$ cat config.mk
export PLATFORM = sky130hd
export DESIGN_NAME = seg_scan_decoder_flat
export DESIGN_NICKNAME = d
export VERILOG_FILES = /design/src/rtl/seg_scan_decoder_pkg.sv /design/src/rtl/seg_scan_decoder_if.sv /design/src/rtl/seg_scan_decoder_seg7_to_bcd.sv /design/src/rtl/seg_scan_decoder.sv /design/src/flat_wrapper.sv
export SDC_FILE = /design/constraint.sdc
export NUM_CORES = 1
export LEC_CHECK = 0
export BUFFER_PORTS_ARGS = -buffer_cell sky130_fd_sc_hd__buf_2
export CELL_PAD_IN_SITES_DETAIL_PLACEMENT = 0
export CELL_PAD_IN_SITES_GLOBAL_PLACEMENT = 1
export CORE_MARGIN = 3
export CORE_UTILIZATION = 45
export DETAILED_ROUTE_END_ITERATION = 6
export PLACE_DENSITY = 0.87
export SETUP_SLACK_MARGIN = 0.02
export SLEW_MARGIN = 0
export SYNTH_ARGS = -nofsm -noshare
export SYNTH_HDL_FRONTEND = slang
export SYNTH_HIERARCHICAL = 1
export SYNTH_SLANG_ARGS = --single-unit
$ cat constraint.sdc
create_clock -name clk -period 3.7 [get_ports clk]
set_input_delay 0.37 -clock clk [delete_from_list [all_inputs] [get_ports clk]]
set_output_delay 0.37 -clock clk [all_outputs]
set_load 0.01 [all_outputs]
$ cat src/rtl/seg_scan_decoder_pkg.sv
// Shared constants for the seven-segment scan decoder: glyph encodings,
// digit slot indices and bus widths.
package seg_scan_pkg;

    localparam int unsigned SEG_W   = 7;
    localparam int unsigned DIG_W   = 4;
    localparam int unsigned VAL_W   = 4;
    localparam int unsigned IDX_W   = 2;
    localparam int unsigned DWELL_W = 8;

    // Segment order a..g maps to seg[6]..seg[0]
    localparam logic [SEG_W-1:0] GLYPH_0     = 7'h7E;
    localparam logic [SEG_W-1:0] GLYPH_1     = 7'h30;
    localparam logic [SEG_W-1:0] GLYPH_2     = 7'h6D;
    localparam logic [SEG_W-1:0] GLYPH_3     = 7'h79;
    localparam logic [SEG_W-1:0] GLYPH_4     = 7'h33;
    localparam logic [SEG_W-1:0] GLYPH_5     = 7'h5B;
    localparam logic [SEG_W-1:0] GLYPH_6     = 7'h5F;
    localparam logic [SEG_W-1:0] GLYPH_7     = 7'h70;
    localparam logic [SEG_W-1:0] GLYPH_8     = 7'h7F;
    localparam logic [SEG_W-1:0] GLYPH_9     = 7'h7B;
    localparam logic [SEG_W-1:0] GLYPH_BLANK = 7'h00;

    localparam logic [IDX_W-1:0] IDX_MIN1 = 2'd0;
    localparam logic [IDX_W-1:0] IDX_MIN2 = 2'd1;
    localparam logic [IDX_W-1:0] IDX_SEC1 = 2'd2;
    localparam logic [IDX_W-1:0] IDX_SEC2 = 2'd3;

    localparam logic [VAL_W-1:0] TENS_MAX = 4'd5;

    typedef logic [VAL_W-1:0] bcd_t;

    function automatic logic is_tens(input logic [IDX_W-1:0] idx);
        return (idx == IDX_MIN1) || (idx == IDX_SEC1);
    endfunction

endpackage

$ cat src/rtl/seg_scan_decoder_if.sv
// Display scan bus (segments + digit select) and the decoded frame outputs.
interface seg_scan_if;
    import seg_scan_pkg::*;

    logic [SEG_W-1:0] seg;
    logic [DIG_W-1:0] dig;
    logic [2:0]       min1;
    logic [3:0]       min2;
    logic [2:0]       sec1;
    logic [3:0]       sec2;
    logic [DIG_W-1:0] blank;
    logic             frame_valid;
    logic             err;

    modport master (
        output seg, dig,
        input  min1, min2, sec1, sec2, blank, frame_valid, err
    );

    modport slave (
        input  seg, dig,
        output min1, min2, sec1, sec2, blank, frame_valid, err
    );
endinterface

$ cat src/rtl/seg_scan_decoder_seg7_to_bcd.sv
// Combinational glyph-to-BCD lookup; anything outside the table is illegal.
module seg7_to_bcd
    import seg_scan_pkg::*;
(
    input  logic [SEG_W-1:0] seg_i,
    output bcd_t             val_o,
    output logic             is_blank_o,
    output logic             illegal_o
);

    always_comb begin
        val_o      = '0;
        is_blank_o = 1'b0;
        illegal_o  = 1'b0;
        unique case (seg_i)
            GLYPH_0:     val_o = 4'd0;
            GLYPH_1:     val_o = 4'd1;
            GLYPH_2:     val_o = 4'd2;
            GLYPH_3:     val_o = 4'd3;
            GLYPH_4:     val_o = 4'd4;
            GLYPH_5:     val_o = 4'd5;
            GLYPH_6:     val_o = 4'd6;
            GLYPH_7:     val_o = 4'd7;
            GLYPH_8:     val_o = 4'd8;
            GLYPH_9:     val_o = 4'd9;
            GLYPH_BLANK: is_blank_o = 1'b1;
            default:     illegal_o = 1'b1;
        endcase
    end

endmodule

$ cat src/rtl/seg_scan_decoder.sv
// Samples a multiplexed seven-segment scan once per settled digit and
// reassembles complete four-digit frames with a one-cycle frame strobe.
module seg_scan_decoder
    import seg_scan_pkg::*;
#(
    parameter int unsigned SETTLE_CYCLES = 4
) (
    input  logic       clk,
    input  logic       rst_n,
    seg_scan_if.slave  bus
);

    localparam logic [DWELL_W-1:0] DWELL_SAT = DWELL_W'(SETTLE_CYCLES);
    localparam logic [DWELL_W-1:0] SAMPLE_AT = DWELL_W'(SETTLE_CYCLES - 1);

    logic [DIG_W-1:0]   dig_q;
    logic [DWELL_W-1:0] dwell_q, dwell_d;
    logic               done_q, done_d;
    logic [DIG_W-1:0]   mask_q, mask_d;
    bcd_t [DIG_W-1:0]   shadow_q, shadow_d;
    logic [DIG_W-1:0]   sblank_q, sblank_d;

    logic [2:0]         min1_q, sec1_q;
    logic [3:0]         min2_q, sec2_q;
    logic [DIG_W-1:0]   blank_q;
    logic               frame_valid_q, err_q;

    bcd_t               dec_val;
    logic               dec_blank, dec_illegal;
    logic               dig_chg, one_hot, multi_hot, done_eff;
    logic               sample, bad, good, complete, err_d;
    logic [IDX_W-1:0]   idx;

    seg7_to_bcd u_dec (
        .seg_i      (bus.seg),
        .val_o      (dec_val),
        .is_blank_o (dec_blank),
        .illegal_o  (dec_illegal)
    );

    // Dwell tracking, sample qualification and shadow/mask update
    always_comb begin
        dig_chg   = (bus.dig != dig_q);
        one_hot   = $onehot(bus.dig);
        multi_hot = (bus.dig != '0) && !one_hot;
        dwell_d   = '0;
        if (!dig_chg) begin
            dwell_d = (dwell_q >= DWELL_SAT) ? dwell_q : DWELL_W'(dwell_q + 8'd1);
        end
        done_eff  = done_q && !dig_chg;

        idx = IDX_MIN1;
        unique case (bus.dig)
            4'b0010: idx = IDX_MIN2;
            4'b0100: idx = IDX_SEC1;
            4'b1000: idx = IDX_SEC2;
            default: idx = IDX_MIN1;
        endcase

        sample = one_hot && (dwell_d == SAMPLE_AT) && !done_eff;
        bad    = dec_illegal || (is_tens(idx) && !dec_blank && (dec_val > TENS_MAX));
        good   = sample && !bad;
        done_d = done_eff || sample;
        err_d  = (sample && bad) || (multi_hot && dig_chg);

        shadow_d = shadow_q;
        sblank_d = sblank_q;
        mask_d   = mask_q;
        if (good) begin
            if (dec_blank) begin
                sblank_d[idx] = 1'b1;
            end else begin
                shadow_d[idx] = dec_val;
                sblank_d[idx] = 1'b0;
            end
            mask_d[idx] = 1'b1;
        end
        complete = good && (mask_d == 4'hF);
        if (complete) begin
            mask_d = '0;
        end
    end

    always_ff @(posedge clk or negedge rst_n) begin
        if (!rst_n) begin
            dig_q    <= '0;
            dwell_q  <= '0;
            done_q   <= 1'b0;
            mask_q   <= '0;
            shadow_q <= '0;
            sblank_q <= '0;
        end else begin
            dig_q    <= bus.dig;
            dwell_q  <= dwell_d;
            done_q   <= done_d;
            mask_q   <= mask_d;
            shadow_q <= shadow_d;
            sblank_q <= sblank_d;
        end
    end

    // Output stage: new frame values and the strobe land on the same edge
    always_ff @(posedge clk or negedge rst_n) begin
        if (!rst_n) begin
            min1_q        <= '0;
            min2_q        <= '0;
            sec1_q        <= '0;
            sec2_q        <= '0;
            blank_q       <= '0;
            frame_valid_q <= 1'b0;
            err_q         <= 1'b0;
        end else begin
            frame_valid_q <= complete;
            err_q         <= err_d;
            if (complete) begin
                min1_q  <= shadow_d[IDX_MIN1][2:0];
                min2_q  <= shadow_d[IDX_MIN2];
                sec1_q  <= shadow_d[IDX_SEC1][2:0];
                sec2_q  <= shadow_d[IDX_SEC2];
                blank_q <= sblank_d;
            end
        end
    end

    assign bus.min1        = min1_q;
    assign bus.min2        = min2_q;
    assign bus.sec1        = sec1_q;
    assign bus.sec2        = sec2_q;
    assign bus.blank       = blank_q;
    assign bus.frame_valid = frame_valid_q;
    assign bus.err         = err_q;

endmodule

$ cat src/flat_wrapper.sv
// flat-port wrapper written by rule: the top's interface ports become plain ports
module seg_scan_decoder_flat import seg_scan_pkg::*;
#(
    parameter int unsigned SETTLE_CYCLES = 4
)
  (clk, rst_n, bus_seg, bus_dig, bus_min1, bus_min2, bus_sec1, bus_sec2, bus_blank, bus_frame_valid, bus_err);
  seg_scan_if bus_i ();
  input  logic clk;
  input  logic rst_n;
  input wire logic [$bits(bus_i.seg)-1:0] bus_seg;
  input wire logic [$bits(bus_i.dig)-1:0] bus_dig;
  output wire logic [$bits(bus_i.min1)-1:0] bus_min1;
  output wire logic [$bits(bus_i.min2)-1:0] bus_min2;
  output wire logic [$bits(bus_i.sec1)-1:0] bus_sec1;
  output wire logic [$bits(bus_i.sec2)-1:0] bus_sec2;
  output wire logic [$bits(bus_i.blank)-1:0] bus_blank;
  output wire logic [$bits(bus_i.frame_valid)-1:0] bus_frame_valid;
  output wire logic [$bits(bus_i.err)-1:0] bus_err;
  assign bus_i.seg = bus_seg;
  assign bus_i.dig = bus_dig;
  assign bus_min1 = bus_i.min1;
  assign bus_min2 = bus_i.min2;
  assign bus_sec1 = bus_i.sec1;
  assign bus_sec2 = bus_i.sec2;
  assign bus_blank = bus_i.blank;
  assign bus_frame_valid = bus_i.frame_valid;
  assign bus_err = bus_i.err;
  seg_scan_decoder #(.SETTLE_CYCLES(SETTLE_CYCLES)) u_core (.clk(clk), .rst_n(rst_n), .bus(bus_i));
endmodule
Word-level counts from Yosys, hierarchy flattened
Index checks and enable logic that the tools add are counted.
{"block": "classes", "addsub": 4, "magnitude_cmp": 4, "n_eq_ne": 18, "muxes": 17, "bitwise_logic": 5, "reduce_logical": 25}
{"operator": "$eq A7 B7 Y1 const B", "n": 8}
{"operator": "$pmux W4 S9", "n": 1}
{"operator": "$mux W16", "n": 2}
{"operator": "$mux W4", "n": 5}
{"operator": "$bwmux W16", "n": 1}
{"operator": "$mux W8", "n": 2}
{"operator": "$eq A7 B6 Y1 const B", "n": 2}
{"operator": "$logic_and A1 B1 Y1", "n": 11}
{"operator": "$reduce_or A11 Y1", "n": 1}
{"operator": "$add A8 B1 Y8 const B", "n": 1}
{"operator": "$demux W4 S2", "n": 1}
{"operator": "$eq A4 B4 Y1 const B", "n": 2}
{"operator": "$eq A8 B2 Y1 const B", "n": 1}
{"operator": "$ge A8 B3 Y1 const B", "n": 1}
{"operator": "$or A4 B4 Y4", "n": 2}
{"operator": "$logic_not A7 Y1", "n": 1}
{"operator": "$pmux W2 S3", "n": 1}
{"operator": "$logic_not A1 Y1", "n": 5}
{"operator": "$add A1 B1 Y2", "n": 2}
{"operator": "$and A4 B4 Y4", "n": 1}
{"operator": "$eq A4 B2 Y1 const B", "n": 1}
{"operator": "$eq A4 B3 Y1 const B", "n": 1}
{"operator": "$gt A4 B3 Y1 const B", "n": 1}
{"operator": "$logic_or A1 B1 Y1", "n": 4}
{"operator": "other kinds (13)", "n": 15}
{"block": "totals", "regBits": 57, "in_bits": 13, "out_inout_bits": 20, "word_cells": 91}

Logic depth before layout (Yosys ltp)
{"block": "logic_depth", "depth_word": 13, "mapped_depth": 13, "ltp_nobuf": 10}

Modules after synthesis
Netlist, hierarchy kept.
{"module": "seg_scan_decoder", "n_inst": 1, "cells_each": 241, "area_each_um2": 2733.9}
{"module": "seg7_to_bcd", "n_inst": 1, "cells_each": 31, "area_each_um2": 197.7}

Worst setup path before layout
OpenSTA, ideal clock, no wires.
{"block": "synth_timing", "path_kind": "input to register", "start": "input bus_dig[3]", "end": "register u_core.blank_q[1] (netlist: u_core/bus.blank[1])", "setup_ns": 0.125, "arrival_ns": 3.782, "path_slack_ns": -0.207, "stages": 12, "cell_sequence": "clkbuf_1 -> inv_1 -> fa_1 -> inv_1 -> ha_1 -> ha_1 -> or3b_2 -> or4_4 -> a2111oi_4 -> and2_1 -> buf_4 -> mux2_2"}
{"block": "synth_between", "elab_chain_len": 12}
{"element": "from (decl)", "line": "flat_wrapper.sv:11", "text": "input wire logic [$bits(bus_i.dig)-1:0] bus_dig;"}
{"element": "parallel branches: the longest is 12 deep, another holds $lt A2 B3 Y1"}
{"element": "to (signal assigned)", "line": "seg_scan_decoder.sv:120", "text": "blank_q <= sblank_d;"}
{"element": "to (decl)", "line": "seg_scan_decoder.sv:25", "text": "logic [DIG_W-1:0] blank_q;"}
Parallel ways; which one is timed is not known.
A chain may end at the register's enable or synchronous reset.

==> reports/metrics.yaml <==
worst_setup_path:
  rrSetupSlack_ns: 0.80
  r2r_start: "u_core/dwell_q[7]$_DFF_PN0_"
  critPathRequiredTime_ns: 3.88
  path_max_fanout: 5
  critical_path_class: "in -> reg"
  critical_path_startpoint_category: "primary input"
  rr_endpoint: "u_core/shadow_q[14]$_DFF_PN0_"
  worst-r2r-cell-count: 5
  critPathCaptureType: "register"
  crit_arrival_ns: 3.66
cells_and_area:
  fillers: 557
  fin_area_um2: 3360
  layout-drive-gt1-share: 0.311
  antenna_cells_inserted: 0
  area_growth_pct: 14.8
  nets: 335
timing:
  finalMaxSlewViolations: 0
  max_freq_mhz: 288
  whs_ns: 0.179
  grt_setup_unrepaired: "no"
  finClkSkew_ns: 0.00461
  hold_viol: 0
  timing.final.crit_share: 0.939
  setup_tns_ns: 0
  report.final.setup_viol: 0
  worst_slew_pin_slew_ns: 0.860
  slew_headroom: 0.427
  clock_period_minus_final_worst_setup_slack_ns: 3.47
cts:
  cts.clk_slew.worst_paths_ns: 0.09
  cts-root-to-sink-buffers: 2
  post_cts_hold_buffer_count: 0
  tritoncts: "built"
  clock_root_buffer: "sky130_fd_sc_hd__clkbuf_8"
  post_cts_resize_count: 0
  worstSkewPairLatency_ns: 0.30
  clock-sinks: 55
  cts_made_buffers: 5
  cts_setup_buffers: 0
  ctsHtreeMaxLevel: 2
power_and_ir_drop:
  switching_power_as_a_share_of_total_power: 0.227
  cellLeakagePower_uw: 0.00164
  share_comb_of_total_power: 0.102
  power.share.clock: 0.345
  peakVddDrop_mv: 0.218
  power_per_cell_area_nw_per_um2: 326
  intPower_uw: 849
  power.share.sequential: 0.553
  power.net_switching_uw: 249
synth:
  synthFlopType: "sky130_fd_sc_hd__dfrtp_1"
  netlist_top_cells_count: "sky130_fd_sc_hd__dfrtp_1, sky130_fd_sc_hd__mux2_2, sky130_fd_sc_hd__a21oi_1"
  syn_area_um2: 2930
  postSynthRegisterBits: 55
  leading_cell_type_by_number_of_instances_after_synthesis: "sky130_fd_sc_hd__dfrtp_1"
  synth_warnings: 6
  avgSynthCellArea_um2: 10.8
  synth-edff-count: 0
  synthTopCellsByArea: "sky130_fd_sc_hd__dfrtp_1, sky130_fd_sc_hd__mux2_2, sky130_fd_sc_hd__a21oi_1, sky130_fd_sc_hd__ha_1, sky130_fd_sc_hd__mux2i_1"
  synth_top_cell_area_share: 0.469
  synth_sequential_area_ratio: 0.469
  netlist_instances: 272
  syn-num-nets: 292
  synth.distinct_cells: 57
  synthDominantAreaCellType: "sky130_fd_sc_hd__dfrtp_1"
  async_reset_ff_frac: 1.00
global_route:
  grt_max_degree: 40
  grt_remaining_overflow: 0
  gr_usage_total: 0.173
  grt_antenna_before_repair: 0
  first_global_vias: 2131
  global_route_wire_length_before_repair_mm: 10.4
detailed_routing:
  viasPerCell: 5.59
  antenna_violating_nets_post_route: 0
  detail_route.drc_violations: 0
  detail_route.first_pass.iterations: 4
  drc_violation_total_after_the_first_tritonroute_iteration: 145
  route.final.wire_length_mm: 6.26
  route.vias.total: 2179
  detail_route.wl_per_cell_um: 16.1
place:
  dp_hpwl_mm: 4.56
  gp_congestion: 0.868
  dpl-instance-area_um2: 3260
  place.port_buffers: 32
floorplan:
  die_w_um: 86.7
  placement_rows: 28
  initial_core_util: 0.481
  fp.coreArea_um2: 6100
  io_pins: 33
  chipHeight_um: 86.7
  die_area_um2: 7520
run_status:
  outcome: "finished, final reports clean"
min_path:
  timing.hold.worst.class: "in -> async"
flow_run:
  timing.max_cap.violations: 0
flip-flops by register name, indices dropped and copies added (netlist names):
signal	count
u_core/dwell_q	8
u_core/bus.sec1	3
u_core/bus.err	1
u_core/bus.blank	4
u_core/bus.min2	4
u_core/dig_q	4
u_core/bus.min1	3
u_core/bus.sec2	4
u_core/mask_q	4
u_core/sblank_q	4
u_core/done_q	1
u_core/shadow_q	14
u_core/bus.frame_valid	1
power by group through the flow:
stage / clock [uW] / combinational, uW / sequential, uW
3_3_place_gp: 0 / 110 / 620
2_1_floorplan: 0 / 62.9 / 621
3_5_place_dp: 0 / 112 / 620
4_1_cts: 393 / 113 / 608
6_report: 379 / 112 / 608
5_1_grt: 408 / 125 / 609
cell type report:
class	instances	area [um^2]	area share
Clock buffer	6	72.6	0.0216
Multi-Input combinational cell	188	1440	0.429
Tap cell	75	93.8	0.0279
Timing Repair Buffer	49	288	0.0855
Inverter	16	60.1	0.0179
Clock inverter	1	30.0	0.00893
Sequential cell	55	1380	0.409
worst max path at each step:
stage | startpoint | end | slack [ns]
global placement | bus_dig[0] | u_core/shadow_q[12]$_DFF_PN0_ | -0.03
CTS | bus_dig[0] | u_core/shadow_q[14]$_DFF_PN0_ | 0.23
floorplan | bus_dig[3] | u_core/shadow_q[12]$_DFF_PN0_ | 0.05
finish | bus_dig[0] | u_core/shadow_q[14]$_DFF_PN0_ | 0.23
global route | bus_dig[0] | u_core/bus.sec2[3]$_DFFE_PN0P_ | 0.09
detailed placement | bus_dig[0] | u_core/shadow_q[13]$_DFF_PN0_ | -0.09
placed cells by master (no fill, tap or decap), types with 7 or more instances in the layout:
cell,count
sky130_fd_sc_hd__dfrtp_1,55
sky130_fd_sc_hd__buf_2,32
sky130_fd_sc_hd__mux2_2,24
sky130_fd_sc_hd__a21oi_1,23
sky130_fd_sc_hd__buf_4,17
sky130_fd_sc_hd__inv_1,16
sky130_fd_sc_hd__nand2_1,15
sky130_fd_sc_hd__nor2_1,10
sky130_fd_sc_hd__o21ai_0,10
sky130_fd_sc_hd__mux2i_1,7
kinds of logic after synthesis:
logic type | synth area share
AND/OR/NAND/NOR | 0.163
AO/OA/AOI/OAI | 0.142
flip-flops | 0.469
multiplexers | 0.137
buffers and inverters | 0.0410
adder cells (fa/ha/maj) | 0.0324
XOR/XNOR | 0.0149
metal layers:
metal / vias to the layer above / wire length (um) / global-route usage
li1: 1082 / - / -
met1: 1060 / 3040 / 0.248
met2: 33 / 3030 / 0.282
met3: 4 / 169 / 0.0266
met4: 0 / 29 / 0.0297
met5: - / 0 / 0
through the flow:
step / utilization / std cells / total power [uW] / setup WS, ns
global route: 0.552 / 390 / 1140 / 0.0870
global placement: 0.535 / 383 / 729 / -0.0314
CTS: 0.552 / 390 / 1110 / 0.232
finish: 0.552 / 390 / 1100 / 0.227
detailed placement: 0.535 / 383 / 732 / -0.0906
floorplan: - / 272 / 684 / 0.0472
critical path: stages:
cell                       delay, ns
sky130_fd_sc_hd__buf_2          0.09
sky130_fd_sc_hd__inv_1          0.07
sky130_fd_sc_hd__fa_1           0.54
sky130_fd_sc_hd__inv_1          0.04
sky130_fd_sc_hd__ha_1           0.17
sky130_fd_sc_hd__ha_1           0.26
sky130_fd_sc_hd__or3b_2         0.51
sky130_fd_sc_hd__or4_4          0.50
sky130_fd_sc_hd__a2111o_1       0.38
sky130_fd_sc_hd__or3_4          0.43
sky130_fd_sc_hd__mux2_4         0.31
Power figures use the tool's default switching activity.
